[config.mk]
export PLATFORM = sky130hd
export DESIGN_NAME = mac_row_engine
export DESIGN_NICKNAME = d
export VERILOG_FILES = /design/src/rtl/mac_row_engine_pkg.sv /design/src/rtl/mac_row_engine_lane_sum.sv /design/src/rtl/mac_row_engine.sv
export SDC_FILE = /design/constraint.sdc
export NUM_CORES = 1
export LEC_CHECK = 0
export ABC_AREA = 0
export ABC_CLOCK_PERIOD_IN_PS = 14750
export BUFFER_PORTS_ARGS = -buffer_cell sky130_fd_sc_hd__buf_2
export CAP_MARGIN = 20
export CORE_MARGIN = 1
export CORE_UTILIZATION = 30
export DETAILED_ROUTE_END_ITERATION = 12
export GPL_ROUTABILITY_DRIVEN = 0
export GPL_TIMING_DRIVEN = 0
export PLACE_DENSITY = 0.52
export SYNTH_ARGS = -nofsm -noshare
export SYNTH_HDL_FRONTEND = slang
export SYNTH_SLANG_ARGS = --single-unit
[constraint.sdc]
create_clock -name clk -period 14.75 [get_ports clk]
set_input_delay 1.475 -clock clk [delete_from_list [all_inputs] [get_ports clk]]
set_output_delay 1.475 -clock clk [all_outputs]
set_load 0.03 [all_outputs]
[src/rtl/mac_row_engine_pkg.sv]
// Shared state encoding and sizing helpers for the row dot-product engine.
package mac_row_engine_pkg;

    typedef logic [1:0] mac_state_t;

    localparam mac_state_t IDLE  = 2'd0;
    localparam mac_state_t SETUP = 2'd1;
    localparam mac_state_t MAC   = 2'd2;
    localparam mac_state_t HOLD  = 2'd3;

    // Accumulator width: full product plus enough headroom for a whole row plus a sign bit.
    function automatic int acc_width(input int pix_w, input int wgt_w, input int row_len);
        return pix_w + wgt_w + $clog2(row_len) + 1;
    endfunction

    // Number of RAM words (beats) that make up one row.
    function automatic int beat_count(input int row_len, input int lanes);
        return row_len / lanes;
    endfunction

    // Width of a counter that must hold 0..n-1, never narrower than one bit.
    function automatic int count_width(input int n);
        return (n <= 1) ? 1 : $clog2(n);
    endfunction

endpackage

[src/rtl/mac_row_engine_lane_sum.sv]
// Combinational multiply-add across all lanes of one RAM beat.
// Operands are sign- or zero-extended by one bit so a single signed multiplier
// serves both modes; each product is then widened to the accumulator width.
module mac_row_engine_lane_sum #(
    parameter int LANES = 2,
    parameter int PIX_W = 8,
    parameter int WGT_W = 16,
    parameter int ACC_W = 34
) (
    input  logic                     signed_mode,
    input  logic [LANES*PIX_W-1:0]   pix_word,
    input  logic [LANES*WGT_W-1:0]   wgt_word,
    output logic [ACC_W-1:0]         lane_sum
);

    localparam int PROD_W = PIX_W + WGT_W + 2;

    logic [ACC_W-1:0] lane_prod [LANES];

    for (genvar k = 0; k < LANES; k++) begin : g_lane
        logic [PIX_W:0]            pix_ext;
        logic [WGT_W:0]            wgt_ext;
        logic signed [PROD_W-1:0]  prod;

        assign pix_ext = {signed_mode & pix_word[k*PIX_W + PIX_W - 1], pix_word[k*PIX_W +: PIX_W]};
        assign wgt_ext = {signed_mode & wgt_word[k*WGT_W + WGT_W - 1], wgt_word[k*WGT_W +: WGT_W]};
        assign prod    = PROD_W'($signed(pix_ext)) * PROD_W'($signed(wgt_ext));
        assign lane_prod[k] = ACC_W'(prod);
    end

    // Add up the per-lane products of this beat.
    always_comb begin
        lane_sum = '0;
        for (int k = 0; k < LANES; k++) begin
            lane_sum = lane_sum + lane_prod[k];
        end
    end

endmodule

[src/rtl/mac_row_engine.sv]
// Row dot-product engine: streams one pixel row and one weight row from
// synchronous RAMs, accumulates LANES products per beat and hands the
// saturated or wrapped result to the writer over a valid/ready pair.
module mac_row_engine
    import mac_row_engine_pkg::*;
#(
    parameter int LANES    = 2,
    parameter int PIX_W    = 8,
    parameter int WGT_W    = 16,
    parameter int ROW_LEN  = 392,
    parameter int NUM_ROWS = 10,
    parameter int RES_W    = 32,
    parameter int PIX_AW   = 10,
    parameter int PIX_BASE = 0,
    parameter int WGT_AW   = 12,
    parameter int WGT_BASE = 0
) (
    input  logic                          clk,
    input  logic                          n_rst,
    input  logic                          start,
    input  logic                          abort,
    input  logic [$clog2(NUM_ROWS)-1:0]   row_select,
    input  logic                          signed_mode,
    input  logic                          saturate,
    input  logic [LANES*PIX_W-1:0]        pix_rdata,
    input  logic [LANES*WGT_W-1:0]        wgt_rdata,
    output logic                          mem_ren,
    output logic [PIX_AW-1:0]             pix_addr,
    output logic [WGT_AW-1:0]             wgt_addr,
    output logic                          busy,
    output logic                          result_valid,
    input  logic                          result_ready,
    output logic [RES_W-1:0]              row_result,
    output logic                          overflow
);

    localparam int BEATS = beat_count(ROW_LEN, LANES);
    localparam int ACC_W = acc_width(PIX_W, WGT_W, ROW_LEN);
    localparam int CNT_W = count_width(BEATS);
    localparam int ROW_W = $clog2(NUM_ROWS);
    localparam int EXT_W = ((ACC_W > RES_W) ? ACC_W : RES_W) + 1;

    mac_state_t         state;
    mac_state_t         state_next;
    logic [CNT_W-1:0]   beat_cnt;
    logic [CNT_W-1:0]   issue_beat;
    logic               last_beat;
    logic               handshake;
    logic               accept_start;
    logic [ACC_W-1:0]   acc;
    logic [ACC_W-1:0]   lane_sum;
    logic [ROW_W-1:0]   row_q;
    logic               signed_q;
    logic               saturate_q;
    logic [EXT_W-1:0]   acc_ext;
    logic               ovf_signed;
    logic               ovf_unsigned;
    logic               ovf_comb;
    logic [RES_W-1:0]   res_comb;

    mac_row_engine_lane_sum #(
        .LANES (LANES),
        .PIX_W (PIX_W),
        .WGT_W (WGT_W),
        .ACC_W (ACC_W)
    ) u_lane_sum (
        .signed_mode (signed_q),
        .pix_word    (pix_rdata),
        .wgt_word    (wgt_rdata),
        .lane_sum    (lane_sum)
    );

    assign last_beat    = (beat_cnt == CNT_W'(BEATS - 1));
    assign handshake    = result_valid && result_ready;
    assign accept_start = start && !abort && ((state == IDLE) || (state == HOLD && handshake));
    assign busy         = (state != IDLE);

    // Next-state decision; abort overrides everything, HOLD can chain straight into a new row.
    always_comb begin
        state_next = state;
        case (state)
            IDLE:    if (start) state_next = SETUP;
            SETUP:   state_next = MAC;
            MAC:     if (last_beat) state_next = HOLD;
            HOLD:    if (handshake) state_next = start ? SETUP : IDLE;
            default: state_next = IDLE;
        endcase
        if (abort) state_next = IDLE;
    end

    // State register.
    always_ff @(posedge clk or negedge n_rst) begin
        if (!n_rst) state <= IDLE;
        else        state <= state_next;
    end

    // Beat counter: tracks which data beat is arriving during MAC, restarts at zero otherwise.
    always_ff @(posedge clk or negedge n_rst) begin
        if (!n_rst)                                     beat_cnt <= '0;
        else if (abort || state != MAC || last_beat)    beat_cnt <= '0;
        else                                            beat_cnt <= beat_cnt + CNT_W'(1);
    end

    // Capture the row and arithmetic mode when a request is accepted so they stay fixed for the row.
    always_ff @(posedge clk or negedge n_rst) begin
        if (!n_rst) begin
            row_q      <= '0;
            signed_q   <= 1'b0;
            saturate_q <= 1'b0;
        end else if (accept_start) begin
            row_q      <= (32'(row_select) < NUM_ROWS) ? row_select : '0;
            signed_q   <= signed_mode;
            saturate_q <= saturate;
        end
    end

    // Accumulator: cleared in SETUP or on abort, adds one beat of lane products per MAC cycle.
    always_ff @(posedge clk or negedge n_rst) begin
        if (!n_rst)                          acc <= '0;
        else if (abort || state == SETUP)    acc <= '0;
        else if (state == MAC)               acc <= acc + lane_sum;
    end

    // Range check and clamp of the finished sum against the result width.
    always_comb begin
        acc_ext      = {{(EXT_W-ACC_W){acc[ACC_W-1]}}, acc};
        ovf_signed   = !((&acc_ext[EXT_W-1:RES_W-1]) || !(|acc_ext[EXT_W-1:RES_W-1]));
        ovf_unsigned = |acc_ext[EXT_W-1:RES_W];
        ovf_comb     = signed_q ? ovf_signed : ovf_unsigned;
        res_comb     = acc_ext[RES_W-1:0];
        if (saturate_q && ovf_comb) begin
            if (signed_q) res_comb = acc_ext[EXT_W-1] ? {1'b1, {(RES_W-1){1'b0}}} : {1'b0, {(RES_W-1){1'b1}}};
            else          res_comb = acc_ext[EXT_W-1] ? '0 : '1;
        end
    end

    // Result registers: loaded on the first HOLD cycle, held until the writer takes them.
    always_ff @(posedge clk or negedge n_rst) begin
        if (!n_rst) begin
            result_valid <= 1'b0;
            row_result   <= '0;
            overflow     <= 1'b0;
        end else if (abort) begin
            result_valid <= 1'b0;
        end else if (state == HOLD && !result_valid) begin
            result_valid <= 1'b1;
            row_result   <= res_comb;
            overflow     <= ovf_comb;
        end else if (handshake) begin
            result_valid <= 1'b0;
        end
    end

    // RAM read strobe and addresses; SETUP issues beat 0, each MAC cycle issues the following beat.
    always_comb begin
        mem_ren    = (state == SETUP) || (state == MAC && !last_beat);
        issue_beat = (state == MAC) ? beat_cnt + CNT_W'(1) : '0;
        pix_addr   = PIX_AW'(PIX_BASE);
        wgt_addr   = WGT_AW'(WGT_BASE);
        if (mem_ren) begin
            pix_addr = PIX_AW'(PIX_BASE) + PIX_AW'(issue_beat);
            wgt_addr = WGT_AW'(WGT_BASE) + WGT_AW'(row_q) * WGT_AW'(BEATS) + WGT_AW'(issue_beat);
        end
    end

endmodule

==> metrics.csv <==
stage,metric,value,unit
cells_and_area,mostFrequentLayoutCells,"inv_1, fa_1, nand2_1",
global_route,grt_pass1_vias,13127,
route,drc,0,
cells_and_area,drive_above_1_share,0.06920,
worst_setup_path,critPathRequiredTime,14.95,ns
route,wl,42.08,mm
synthesis,synthArstFlopShare,1.000,
global_route,grt_pass1_wl,68.57,mm
synthesis,avgSynthCellArea,8.989,um2
cells_and_area,finish.utilization,0.3363,
worst_setup_path,cp_slowest_cell,fa_1,
floorplan,io_pins,117,
synthesis,synth-edff-count,0,
floorplan,die_h,237.3,um
global_route,antenna_found_initial,5,
cells_and_area,final.fill_count,5672,
timing,hold_viol_final,0,
route,num_vias,12594,
synthesis,netlist_area,16610,um2
clocking,post-cts-setup-buffers,0,
clocking,cts_resized,0,
floorplan,core_area,54240,um2
clocking,numCtsBuffers,9,
clocking,clk_latency,0.35,ns
worst_setup_path,worst-path-buf-inv,5,
placement,placement.io_buffers,85,
clocking,cts_tree,done,
clocking,clkTransAtPathRegs,0.07,ns
floorplan,std_cell_rows,85,
worst_setup_path,criticalPathCategory,primary input to flop,
timing,rsz0062_at_grt,false,
worst_hold_path,min_path_type,flop to flop,
timing,fin_crit_sh,0.6755,
timing,maxSlewHeadroom,0.5150,
timing,fin_tns_setup,0,ns
cells_and_area,instances_no_fill,2649,
timing,slew_viol_final,0,
clocking,cts.sinks,84,
worst_setup_path,path_delay_family,adder cells,
floorplan,dieArea,56310,um2
placement,dp_hpwl,36.88,mm
timing,fin_crit,9.964,ns
synthesis,synth_ff_type,dfrtp_1,
clocking,max-clock-path-buffers,2,
worst_setup_path,cp-start-kind,primary input,
run,maxCapViolations,0,
route,drt-pass1-iter-count,5,
run_status,status,"complete, no violations",
worst_setup_path,cp_max_fo,10,
clocking,clockRootBuffer,clkbuf_16,
cells_and_area,final_common_cell,inv_1,
placement,dp_cells,2631,
floorplan,initial_core_util,0.3063,
route,drt_iter0_drc,638,
global_route,track_usage,0.1540,
worst_setup_path,cp-end-kind,flop,
worst_setup_path,worst_path_most_repeated_cell,fa_1,
timing,max_freq,100.4,MHz
synthesis,synthCells,1848,
worst_setup_path,slowest_delay,0.58,ns
cells_and_area,regArea,2102,um2
global_route,grt_max_degree,63,
synthesis,ys_types,70,
global_route,grt-ovfl-total,0,
synthesis,yosys_warnings,0,
route,avgViaCountPerCell,4.754,
placement,place_worst_setup_slack,4.395,ns
worst_setup_path,cp.arrival,10.17,ns
cells_and_area,syn_to_final_growth,9.799,%
timing,finalWorstSetupSlack,4.786,ns
timing,setup_violations,0,
clocking,htree_num_levels,3,
route,ant_nets,0,
cells_and_area,multi_input_comb_area,13010,um2
clocking,holdBufCountCts,0,
timing,clock_skew,0.009923,ns
floorplan,die_w,237.3,um
synthesis,ys_seq_area_frac,0.1265,
route,routedWlPerCell,15.89,um
timing,tightest_slew,0.7274,ns
synthesis,synth_seq_cells,84,
cells_and_area,final_nets,2465,
## state kept, by name (all words and copies together), names as in the netlist, 2 cells and up
| name | cells |
|---|---|
| acc | 34 |
| state | 2 |
| beat_cnt | 8 |
| row_result | 32 |
| row_q | 4 |
## logic make-up (layout without fill, tap and decap cells)
family	count (synthesis)	after routing	synth area share
AND/OR/NAND/NOR	604	604	0.1693
adder cells (fa/ha/maj)	460	460	0.4830
buffers and inverters	396	498	0.09039
AO/OA/AOI/OAI	216	216	0.08256
flip-flops	84	84	0.1265
XOR/XNOR	66	66	0.03525
multiplexers	21	21	0.01280
other	1	4	0.0002258
## worst min-delay path, delay by kind of cell, from the launching register on
| family | cells | cell delay (ns) |
|---|---|---|
| simple gates | 2 | 0.13 |
| flops | 1 | 0.34 |
## metal layers
| layer | routed length (um) | share of wire | global-route usage | vias to the layer above |
|---|---|---|---|---|
| met3 | 1644 | 0.039 | 0.01812 | 31 |
| met1 | 18330 | 0.44 | 0.2024 | 6396 |
| li1 | - | - | - | 5951 |
| met5 | 33 | 0.00078 | 0 | - |
| met4 | 537 | 0.013 | 0.02542 | 6 |
| met2 | 21540 | 0.51 | 0.2742 | 210 |
## cells in the mapped netlist (19+ instances only)
cell | number | area share
a21oi_1 | 90 | 0.027
dfrtp_1 | 84 | 0.13
mux2i_1 | 19 | 0.011
nand2_1 | 209 | 0.047
o21ai_0 | 21 | 0.0063
nor3_1 | 21 | 0.0063
inv_1 | 314 | 0.071
ha_1 | 158 | 0.12
nand3_1 | 19 | 0.0057
clkbuf_1 | 74 | 0.017
fa_1 | 302 | 0.36
xnor2_1 | 47 | 0.025
and2_1 | 107 | 0.040
nor2_1 | 170 | 0.038
## cell type report
cell class / count / area share
Antenna cell: 2 / 0.0002744
Buffer: 81 / 0.01749
Clock buffer: 10 / 0.01310
Clock inverter: 6 / 0.002950
Inverter: 315 / 0.06483
Multi-Input combinational cell: 1369 / 0.7134
Sequential cell: 84 / 0.1153
Tap cell: 696 / 0.04775
Timing Repair Buffer: 86 / 0.02497
## path summary, 6_finish.rpt
check,startpoint,to,slack [ns],depth (start not counted)
min in group asynchronous,n_rst,beat_cnt[2],1.03,1
hold / removal,row_result[28],row_result[28],0.51,2
hold reg to reg,row_result[28],row_result[28],0.51,2
setup / recovery,pix_rdata[12],acc[32],4.79,32
max in group asynchronous,n_rst,row_result[5],13.10,2
setup reg to reg,signed_q,acc[32],5.09,32
## per-stage QoR
step,instance area (um2),hold WS [ns]
floorplan,16610,0.4678
global placement,17910,0.4952
detailed placement,17940,0.4862
CTS,18230,0.5121
global route,18240,0.5302
finish,18240,0.5069
Power is left out: the tool's default activity adds up to more than one toggle a clock period on the data nets, which glitch-free logic cannot reach.
